### src/rtl/pipelined_multiplier_pkg.sv
// Shared muldiv definitions: multiply op encodings and the operand sign decode.
package pipelined_multiplier_pkg;

  localparam logic [1:0] MUL_OP_MUL    = 2'b00;
  localparam logic [1:0] MUL_OP_MULH   = 2'b01;
  localparam logic [1:0] MUL_OP_MULHSU = 2'b10;
  localparam logic [1:0] MUL_OP_MULHU  = 2'b11;

  typedef struct packed {
    logic a_signed;
    logic b_signed;
  } sign_ctl_t;

  function automatic sign_ctl_t sign_ctl(input logic [1:0] op);
    sign_ctl_t s;
    s.a_signed = (op == MUL_OP_MULH) || (op == MUL_OP_MULHSU);
    s.b_signed = (op == MUL_OP_MULH);
    return s;
  endfunction

endpackage

### src/rtl/umul_half.sv
// Combinational W x W -> 2W unsigned multiplier; replaceable by a Wallace tree or DSP macro.
module umul_half #(
  parameter int W = 16
) (
  input  logic [W-1:0]   a_i,
  input  logic [W-1:0]   b_i,
  output logic [2*W-1:0] p_o
);

  assign p_o = {{W{1'b0}}, a_i} * {{W{1'b0}}, b_i};

endmodule

### src/rtl/pipelined_multiplier.sv
// 3-stage multiplier: S1 sign/magnitude prep, S2 four half-width partial products,
// S3 recombine, re-sign and pick the low or high half. The whole pipe stalls together.
module pipelined_multiplier
  import pipelined_multiplier_pkg::*;
#(
  parameter int WIDTH = 32,
  parameter int TAG_W = 5
) (
  input  logic             clk_i,
  input  logic             reset_i,
  input  logic             valid_i,
  output logic             ready_o,
  input  logic [1:0]       op_i,
  input  logic [WIDTH-1:0] a_i,
  input  logic [WIDTH-1:0] b_i,
  input  logic [TAG_W-1:0] tag_i,
  output logic             valid_o,
  input  logic             ready_i,
  output logic [WIDTH-1:0] result_o,
  output logic [TAG_W-1:0] tag_o
);

  localparam int H = WIDTH / 2;

  logic             adv;
  logic [3:1]       vld_pipe_q;

  logic [WIDTH-1:0] s1_a_q, s1_b_q;
  logic             s1_neg_q;
  logic [1:0]       s1_op_q;
  logic [TAG_W-1:0] s1_tag_q;

  logic [WIDTH-1:0] s2_ll_q, s2_lh_q, s2_hl_q, s2_hh_q;
  logic             s2_neg_q;
  logic [1:0]       s2_op_q;
  logic [TAG_W-1:0] s2_tag_q;

  logic [WIDTH-1:0] result_q;
  logic [TAG_W-1:0] tag_q;

  assign adv      = !vld_pipe_q[3] || ready_i;
  assign ready_o  = adv;
  assign valid_o  = vld_pipe_q[3];
  assign result_o = result_q;
  assign tag_o    = tag_q;

  // S1: magnitudes are WIDTH-bit unsigned, so the most negative input still fits
  sign_ctl_t        sc;
  logic [WIDTH-1:0] a_abs_d, b_abs_d;
  logic             neg_d;

  always_comb begin
    sc      = sign_ctl(op_i);
    a_abs_d = (sc.a_signed && a_i[WIDTH-1]) ? -a_i : a_i;
    b_abs_d = (sc.b_signed && b_i[WIDTH-1]) ? -b_i : b_i;
    neg_d   = (sc.a_signed & a_i[WIDTH-1]) ^ (sc.b_signed & b_i[WIDTH-1]);
  end

  // S2
  logic [WIDTH-1:0] ll_d, lh_d, hl_d, hh_d;

  umul_half #(.W(H)) u_ll (.a_i(s1_a_q[H-1:0]),     .b_i(s1_b_q[H-1:0]),     .p_o(ll_d));
  umul_half #(.W(H)) u_lh (.a_i(s1_a_q[H-1:0]),     .b_i(s1_b_q[WIDTH-1:H]), .p_o(lh_d));
  umul_half #(.W(H)) u_hl (.a_i(s1_a_q[WIDTH-1:H]), .b_i(s1_b_q[H-1:0]),     .p_o(hl_d));
  umul_half #(.W(H)) u_hh (.a_i(s1_a_q[WIDTH-1:H]), .b_i(s1_b_q[WIDTH-1:H]), .p_o(hh_d));

  // S3: HH and LL occupy disjoint halves, so they concatenate; the middle sum keeps its carry
  logic [WIDTH:0]     mid_d;
  logic [2*WIDTH-1:0] prod_d, prod_s_d;
  logic [WIDTH-1:0]   result_d;

  always_comb begin
    mid_d    = {1'b0, s2_lh_q} + {1'b0, s2_hl_q};
    prod_d   = {s2_hh_q, s2_ll_q} + {{(H-1){1'b0}}, mid_d, {H{1'b0}}};
    prod_s_d = s2_neg_q ? -prod_d : prod_d;
    result_d = (s2_op_q == MUL_OP_MUL) ? prod_s_d[WIDTH-1:0] : prod_s_d[2*WIDTH-1:WIDTH];
  end

  always_ff @(posedge clk_i) begin
    if (reset_i) begin
      vld_pipe_q <= '0;
      s1_a_q     <= '0;
      s1_b_q     <= '0;
      s1_neg_q   <= 1'b0;
      s1_op_q    <= '0;
      s1_tag_q   <= '0;
      s2_ll_q    <= '0;
      s2_lh_q    <= '0;
      s2_hl_q    <= '0;
      s2_hh_q    <= '0;
      s2_neg_q   <= 1'b0;
      s2_op_q    <= '0;
      s2_tag_q   <= '0;
      result_q   <= '0;
      tag_q      <= '0;
    end else if (adv) begin
      vld_pipe_q <= {vld_pipe_q[2:1], valid_i};
      s1_a_q     <= a_abs_d;
      s1_b_q     <= b_abs_d;
      s1_neg_q   <= neg_d;
      s1_op_q    <= op_i;
      s1_tag_q   <= tag_i;
      s2_ll_q    <= ll_d;
      s2_lh_q    <= lh_d;
      s2_hl_q    <= hl_d;
      s2_hh_q    <= hh_d;
      s2_neg_q   <= s1_neg_q;
      s2_op_q    <= s1_op_q;
      s2_tag_q   <= s1_tag_q;
      result_q   <= result_d;
      tag_q      <= s2_tag_q;
    end
  end

endmodule
### config.mk
export PLATFORM = sky130hd
export DESIGN_NAME = pipelined_multiplier
export DESIGN_NICKNAME = d
export VERILOG_FILES = /design/src/rtl/pipelined_multiplier_pkg.sv /design/src/rtl/umul_half.sv /design/src/rtl/pipelined_multiplier.sv
export SDC_FILE = /design/constraint.sdc
export NUM_CORES = 2
export LEC_CHECK = 0
export ABC_CLOCK_PERIOD_IN_PS = 6300
export BUFFER_PORTS_ARGS = -buffer_cell sky130_fd_sc_hd__buf_2
export CAP_MARGIN = 20
export CORE_MARGIN = 8
export CORE_UTILIZATION = 30
export CTS_CLUSTER_DIAMETER = 60
export DETAILED_ROUTE_END_ITERATION = 8
export PLACE_DENSITY = 0.45
export SLEW_MARGIN = 15
export SYNTH_ARGS = -nofsm -noshare
export SYNTH_HDL_FRONTEND = slang
export SYNTH_HIERARCHICAL = 1
export SYNTH_SLANG_ARGS = --single-unit
### constraint.sdc
create_clock -name clk_i -period 6.3 [get_ports clk_i]
set_clock_uncertainty 0.05 [all_clocks]
set_input_delay 0.315 -clock clk_i [delete_from_list [all_inputs] [get_ports clk_i]]
set_output_delay 0.315 -clock clk_i [all_outputs]
set_load 0.02 [all_outputs]
# After elaboration in Yosys (flattened, before gate mapping)
# Cells that the tools add are included.
# word_totals
regBits	248
in_bits	75
out_inout_bits	39
wordCells	39
# op_classes
addsub	5
mul	4
eq_ne	2
n_mux	4
n_bitwise	3
n_reduce_logical	6
# op_table
operator	count
16-bit by 16-bit multiplier with 32-bit output	4
32-bit 2-to-1 mux	3
64-bit by 49-bit adder with 64-bit output	1
64-bit 2-to-1 mux	1
32-bit negation	2
64-bit negation	1
32-bit by 32-bit adder with 33-bit output	1
1-bit bitwise AND	2
2-bit by 1-bit equality test with 1-bit output, second input constant	1
2-bit equality test, second input constant	1
1-bit logical AND	2
2-bit logical NOT	1
1-bit logical OR	2
1-bit logical NOT	1
1-bit XOR	1

# Depth between registers and ports, before layout
# depth
depth_word	5
mapped_depth	30
mapped_depth_nobuf	28

# Modules after synthesis
# Netlist, hierarchy kept.
# by_module_without_submodules
module	n_inst	cells_each	area_per_inst_um2	seq_area_each_um2
pipelined_multiplier	1	2126	15807.7	4964.8
umul_half at u_hl	1	1004	8630.8	0.0
umul_half at u_hh	1	994	8575.7	0.0
umul_half at u_lh	1	988	8573.2	0.0
umul_half at u_ll	1	980	8543.2	0.0

# Least setup slack after synthesis
# Ideal clock, no wire load.
# synth_path
path_type	reg-to-reg
startpoint	register s2_lh_q[0]
endpoint	register result_q[31], in the netlist result_o[31]
setup_ns	0.086
arrival_time_ns	6.450
t_required_ns	6.164
path_slack_ns	-0.285
path_stages_with_launch	30
n_path_buf	2
period_less_slack_ns	6.585
cell_sequence	dfxtp_1 -> ha_1 -> inv_1 -> fa_1 -> nor2b_1 -> o21a_1 -> o21ai_0 -> a32oi_1 -> a41o_1 -> a41o_1 -> or4_1 -> a41o_1 -> a21o_1 -> nor2b_1 -> a211oi_1 -> o21ai_0 -> ha_1 -> and2_0 -> clkbuf_1 -> and4_1 -> a222oi_1 -> buf_2 -> nor3b_1 -> a31o_2 -> a211o_1 -> or4b_1 -> nor3_2 -> a41oi_1 -> xnor2_1 -> a211oi_1
# synth_via
elab_chain_len	5
# synth_rtl
item	line	text
start, declared	pipelined_multiplier.sv:33	logic [WIDTH-1:0] s2_ll_q, s2_lh_q, s2_hl_q, s2_hh_q;
start signal, assigned	pipelined_multiplier.sv:104	s2_lh_q <= lh_d;
32-bit by 32-bit adder with 33-bit output *	pipelined_multiplier.sv:73	mid_d = {1'b0, s2_lh_q} + {1'b0, s2_hl_q};
64-bit by 49-bit adder with 64-bit output *	pipelined_multiplier.sv:74	prod_d = {s2_hh_q, s2_ll_q} + {{(H-1){1'b0}}, mid_d, {H{1'b0}}};
64-bit negation	pipelined_multiplier.sv:75	prod_s_d = s2_neg_q ? -prod_d : prod_d;
64-bit 2-to-1 mux *	pipelined_multiplier.sv:75	
32-bit 2-to-1 mux *	pipelined_multiplier.sv:76	result_d = (s2_op_q == MUL_OP_MUL) ? prod_s_d[WIDTH-1:0] : prod_s_d[2*WIDTH-1:WIDTH];
end signal, assigned	pipelined_multiplier.sv:110	result_q <= result_d;
end, declared	pipelined_multiplier.sv:38	logic [WIDTH-1:0] result_q;
# Mark *: on every way between the ends. The rest lies on a longest branch, timed or not.
# A chain may end at the register's enable or synchronous reset.

# Worst setup path after layout
# layout_path
startpoint	register s1_a_q[6]
endpoint	register s2_ll_q[31]
# layout_via
elab_chain_len	1
# layout_rtl
item	line	text
start, declared	pipelined_multiplier.sv:28	logic [WIDTH-1:0] s1_a_q, s1_b_q;
start signal, assigned	pipelined_multiplier.sv:98	s1_a_q <= a_abs_d;
16-bit by 16-bit multiplier with 32-bit output	umul_half.sv:10	assign p_o = {{W{1'b0}}, a_i} * {{W{1'b0}}, b_i};
via ll_d[31]	pipelined_multiplier.sv:60	logic [WIDTH-1:0] ll_d, lh_d, hl_d, hh_d;
end signal, assigned	pipelined_multiplier.sv:103	s2_ll_q <= ll_d;
end, declared	pipelined_multiplier.sv:33	
# The timed path passes the listed nets, and every way through them passes these cells.

==> flow_summary.ini <==
[run_status]
status = complete, but fails checks
violations = negative setup slack

[die]
num_rows = 150
die-area_sq_um = 180400
core_sq_um = 166700
fp.dieW_microns = 424.8
die_y_microns = 424.8
ioPinCount = 114
initial_core_util = 0.3008

[setup_path]
rr_worst_depth = 24
worstSetupPathType = reg -> reg
start_kind = register
worst_setup_path_end_kind = register
cp_max_fo = 7
r2r_slack_ps = -10
required_ps = 6780
timing.rr.start = s1_a_q[6]$_SDFFE_PP0P_
timing.rr.end = s2_ll_q[31]$_SDFFE_PP0P_
cp.arrival_ps = 6790

[place]
postPlaceCellArea_sq_um = 58250
place_congestion = 0.8971
placedCellCount = 8769
place.detailed.hpwl_microns = 150100
pre_cts_slack_ps = -415.9
port-buffer-count = 113

[logic_synthesis]
synth_enable_flop_cells = 0
synth_async_sr_flop_share = 0
syn_area_per_cell_sq_um = 8.229
ys_seq_area_frac = 0.09904
synth_top_area_frac = 0.3107
ys.flop_type = dfxtp_1
ys_seq_elements = 248
syn-cell-area_sq_um = 50130
synth_warnings = 6
synth_fp_nets = 7432
synth_cell_types = 111
synth_area_leaders = fa_1 (31%), ha_1 (12%), dfxtp_1 (9.9%), nand2_1 (7.7%), inv_1 (7.1%)
yosys.area.top_type = fa_1
netlist_instances = 6092

[worst_hold_path]
hold_start = b_i[4]
whs_path_depth = 3
hold_path_class = in -> reg
whs_endpoint = s1_b_q[4]$_SDFFE_PP0P_

[clocking]
path_clk_slew_ps = 50
htreeDepth = 2
clockRootBuffer = clkbuf_16
cts_tree = yes
cts_buffers = 43
cts_buffer_depth = 3
clock_latency_ps = 620
cts_sinks = 248

[final_layout]
layout_common_cells = nand2_1 (1025), inv_1 (910), fa_1 (742)
drive_gt1_frac = 0.1959
synthToLayoutAreaGrowth_pct = 25.60
final_common_cell = nand2_1
final_area_sq_um = 62960
final_util = 0.3778
nets = 8083
finalNonFillerCells = 8985

[timing]
slew_headroom = 0.3229
worstMarginPinSlew_ps = 1016
finalHoldViolations = 0
rsz0062_at_grt = true
worst_slack_ps = -9.610
finalSetupViolCount = 2
report.final.slew_viol_count = 0
clock.fmax_ghz = 0.1585
period_needed_ps = 6310
finalCritPeriodShare = 1.002

[global_routing]
antenna_found_initial = 7
grt_use_total = 0.2042
grt.overflow.total = 0
grt_pass1_wl_microns = 286400
grt_pass1_vias = 46200
grt_max_degree = 124

[route]
vias = 43910
vias_per_cell = 4.887
drt_iter0_markers = 2639
wl_per_cell_microns = 20.92
ant_nets = 0
drt-pass1-iter-count = 5
drc = 0
wirelength_microns = 187900

[run]
max_cap_viol_count = 0

[power_and_ir_drop]
irDropWorstVdd_uv = 278.0
p_per_area_nw_per_um2 = 320.0
p_leak_nw = 30.24
p_total_mw = 20.15
-- Yosys cell counts, types with 15 or more instances --
library cell and number:
a211oi_1 79, a21o_1 83, a21oi_1 375, a311oi_1 18, a31oi_1 31, and2_1 503
and3_1 22, clkbuf_1 250, dfxtp_1 248, fa_1 778, ha_1 487, inv_1 943
nand2_1 1031, nand2b_1 26, nand3_1 61, nand4_1 45, nor2_1 214, nor2b_1 21
nor3_1 60, nor4_1 21, o211ai_1 15, o21a_1 34, o21ai_0 152, o21bai_1 21
o31ai_1 27, or3_1 22, xnor2_1 148, xor2_1 100
-- where the power goes --
part           internal, mW  switching, mW  total [mW]
Clock                  1.51           1.01        2.51
Combinational          6.57           8.79        15.4
Sequential             1.91          0.356        2.27
-- state kept, by name (all words and copies together) (netlist names), 5 cells and up --
register,flops
result_o,32
s1_a_q,32
s1_b_q,32
s2_hh_q,32
s2_hl_q,32
s2_lh_q,32
s2_ll_q,32
s1_tag_q,5
s2_tag_q,5
tag_o,5
-- worst max path at each step --
stage	startpoint	end	slack, ps	cells past startpoint
global placement	s2_lh_q[0]$_SDFFE_PP0P_	result_o[27]$_SDFFE_PP0P_	-490	30
CTS	s1_b_q[22]$_SDFFE_PP0P_	s2_hh_q[31]$_SDFFE_PP0P_	-40	22
global route	s2_hl_q[0]$_SDFFE_PP0P_	result_o[27]$_SDFFE_PP0P_	-250	29
finish	s1_a_q[6]$_SDFFE_PP0P_	s2_ll_q[31]$_SDFFE_PP0P_	-10	24
detailed placement	s2_lh_q[0]$_SDFFE_PP0P_	result_o[27]$_SDFFE_PP0P_	-420	30
floorplan	s2_lh_q[0]$_SDFFE_PP0P_	result_o[31]$_SDFFE_PP0P_	9	29
-- cells by family (layout without fill, tap and decap cells) --
| family | Yosys count | in the layout | synth area share |
|---|---|---|---|
| XOR/XNOR | 249 | 249 | 0.04388 |
| adder cells (fa/ha/maj) | 1265 | 1265 | 0.4322 |
| buffers and inverters | 1224 | 1910 | 0.09235 |
| flip-flops | 248 | 248 | 0.09904 |
| AND/OR/NAND/NOR | 2093 | 2093 | 0.2002 |
| other | 0 | 3 | 0 |
| AO/OA/AOI/OAI | 1007 | 1007 | 0.1311 |
| multiplexers | 6 | 6 | 0.001198 |
-- metrics by stage --
step           TNS, ps  hold slack [ps]
2_1_floorplan        0            382.1
3_3_place_gp     -8102            379.2
3_5_place_dp     -7009            381.7
4_1_cts         -65.74            6.131
5_1_grt          -4809            25.70
6_report        -15.55            41.63
-- area by class of cell --
type,count,area [sq um]
Tap cell,2204,2758
Multi-Input combinational cell,4620,42150
Clock inverter,25,310.3
Fill cell,17370,103700
Inverter,944,3551
Antenna cell,3,7.507
Clock buffer,55,1201
Sequential cell,248,5042
Timing Repair Buffer,886,7940
-- critical path, stage by stage, from the launching register on --
cell and delay [ps]:
dfxtp_2 320, buf_12 140, buf_4 140, buf_4 140
and2_1 170, fa_1 530, inv_1 50, fa_1 490
fa_2 390, fa_1 480, inv_1 50, fa_1 550
inv_1 60, fa_1 500, inv_2 60, ha_4 280
and3_4 220, nand3_2 90, o211ai_2 320, a41oi_2 200
or3_4 370, a41o_1 250, xnor2_1 140, nand2_1 60
a21oi_1 150
-- repair_timing --
item / 4_1_cts / 5_1_grt
pin swaps: 85 / 225
endpoints found under the hold margin: 25 / 0
setup buffers: 28 / 72
hold buffers: 25 / 0
setup endpoints to repair: 46 / 77
cloned: 2 / 8
gates resized for setup: 129 / 318
-- routing by layer --
layer / global-route usage / wire, microns / up-vias
met4: 0.04955 / 5609 / 2
met2: 0.3231 / 82710 / 1000
met1: 0.2913 / 89000 / 21870
met3: 0.03290 / 10540 / 213
li1: - / - / 20820
met5: 0 / 69 / -
Power figures use the tool's default switching activity.
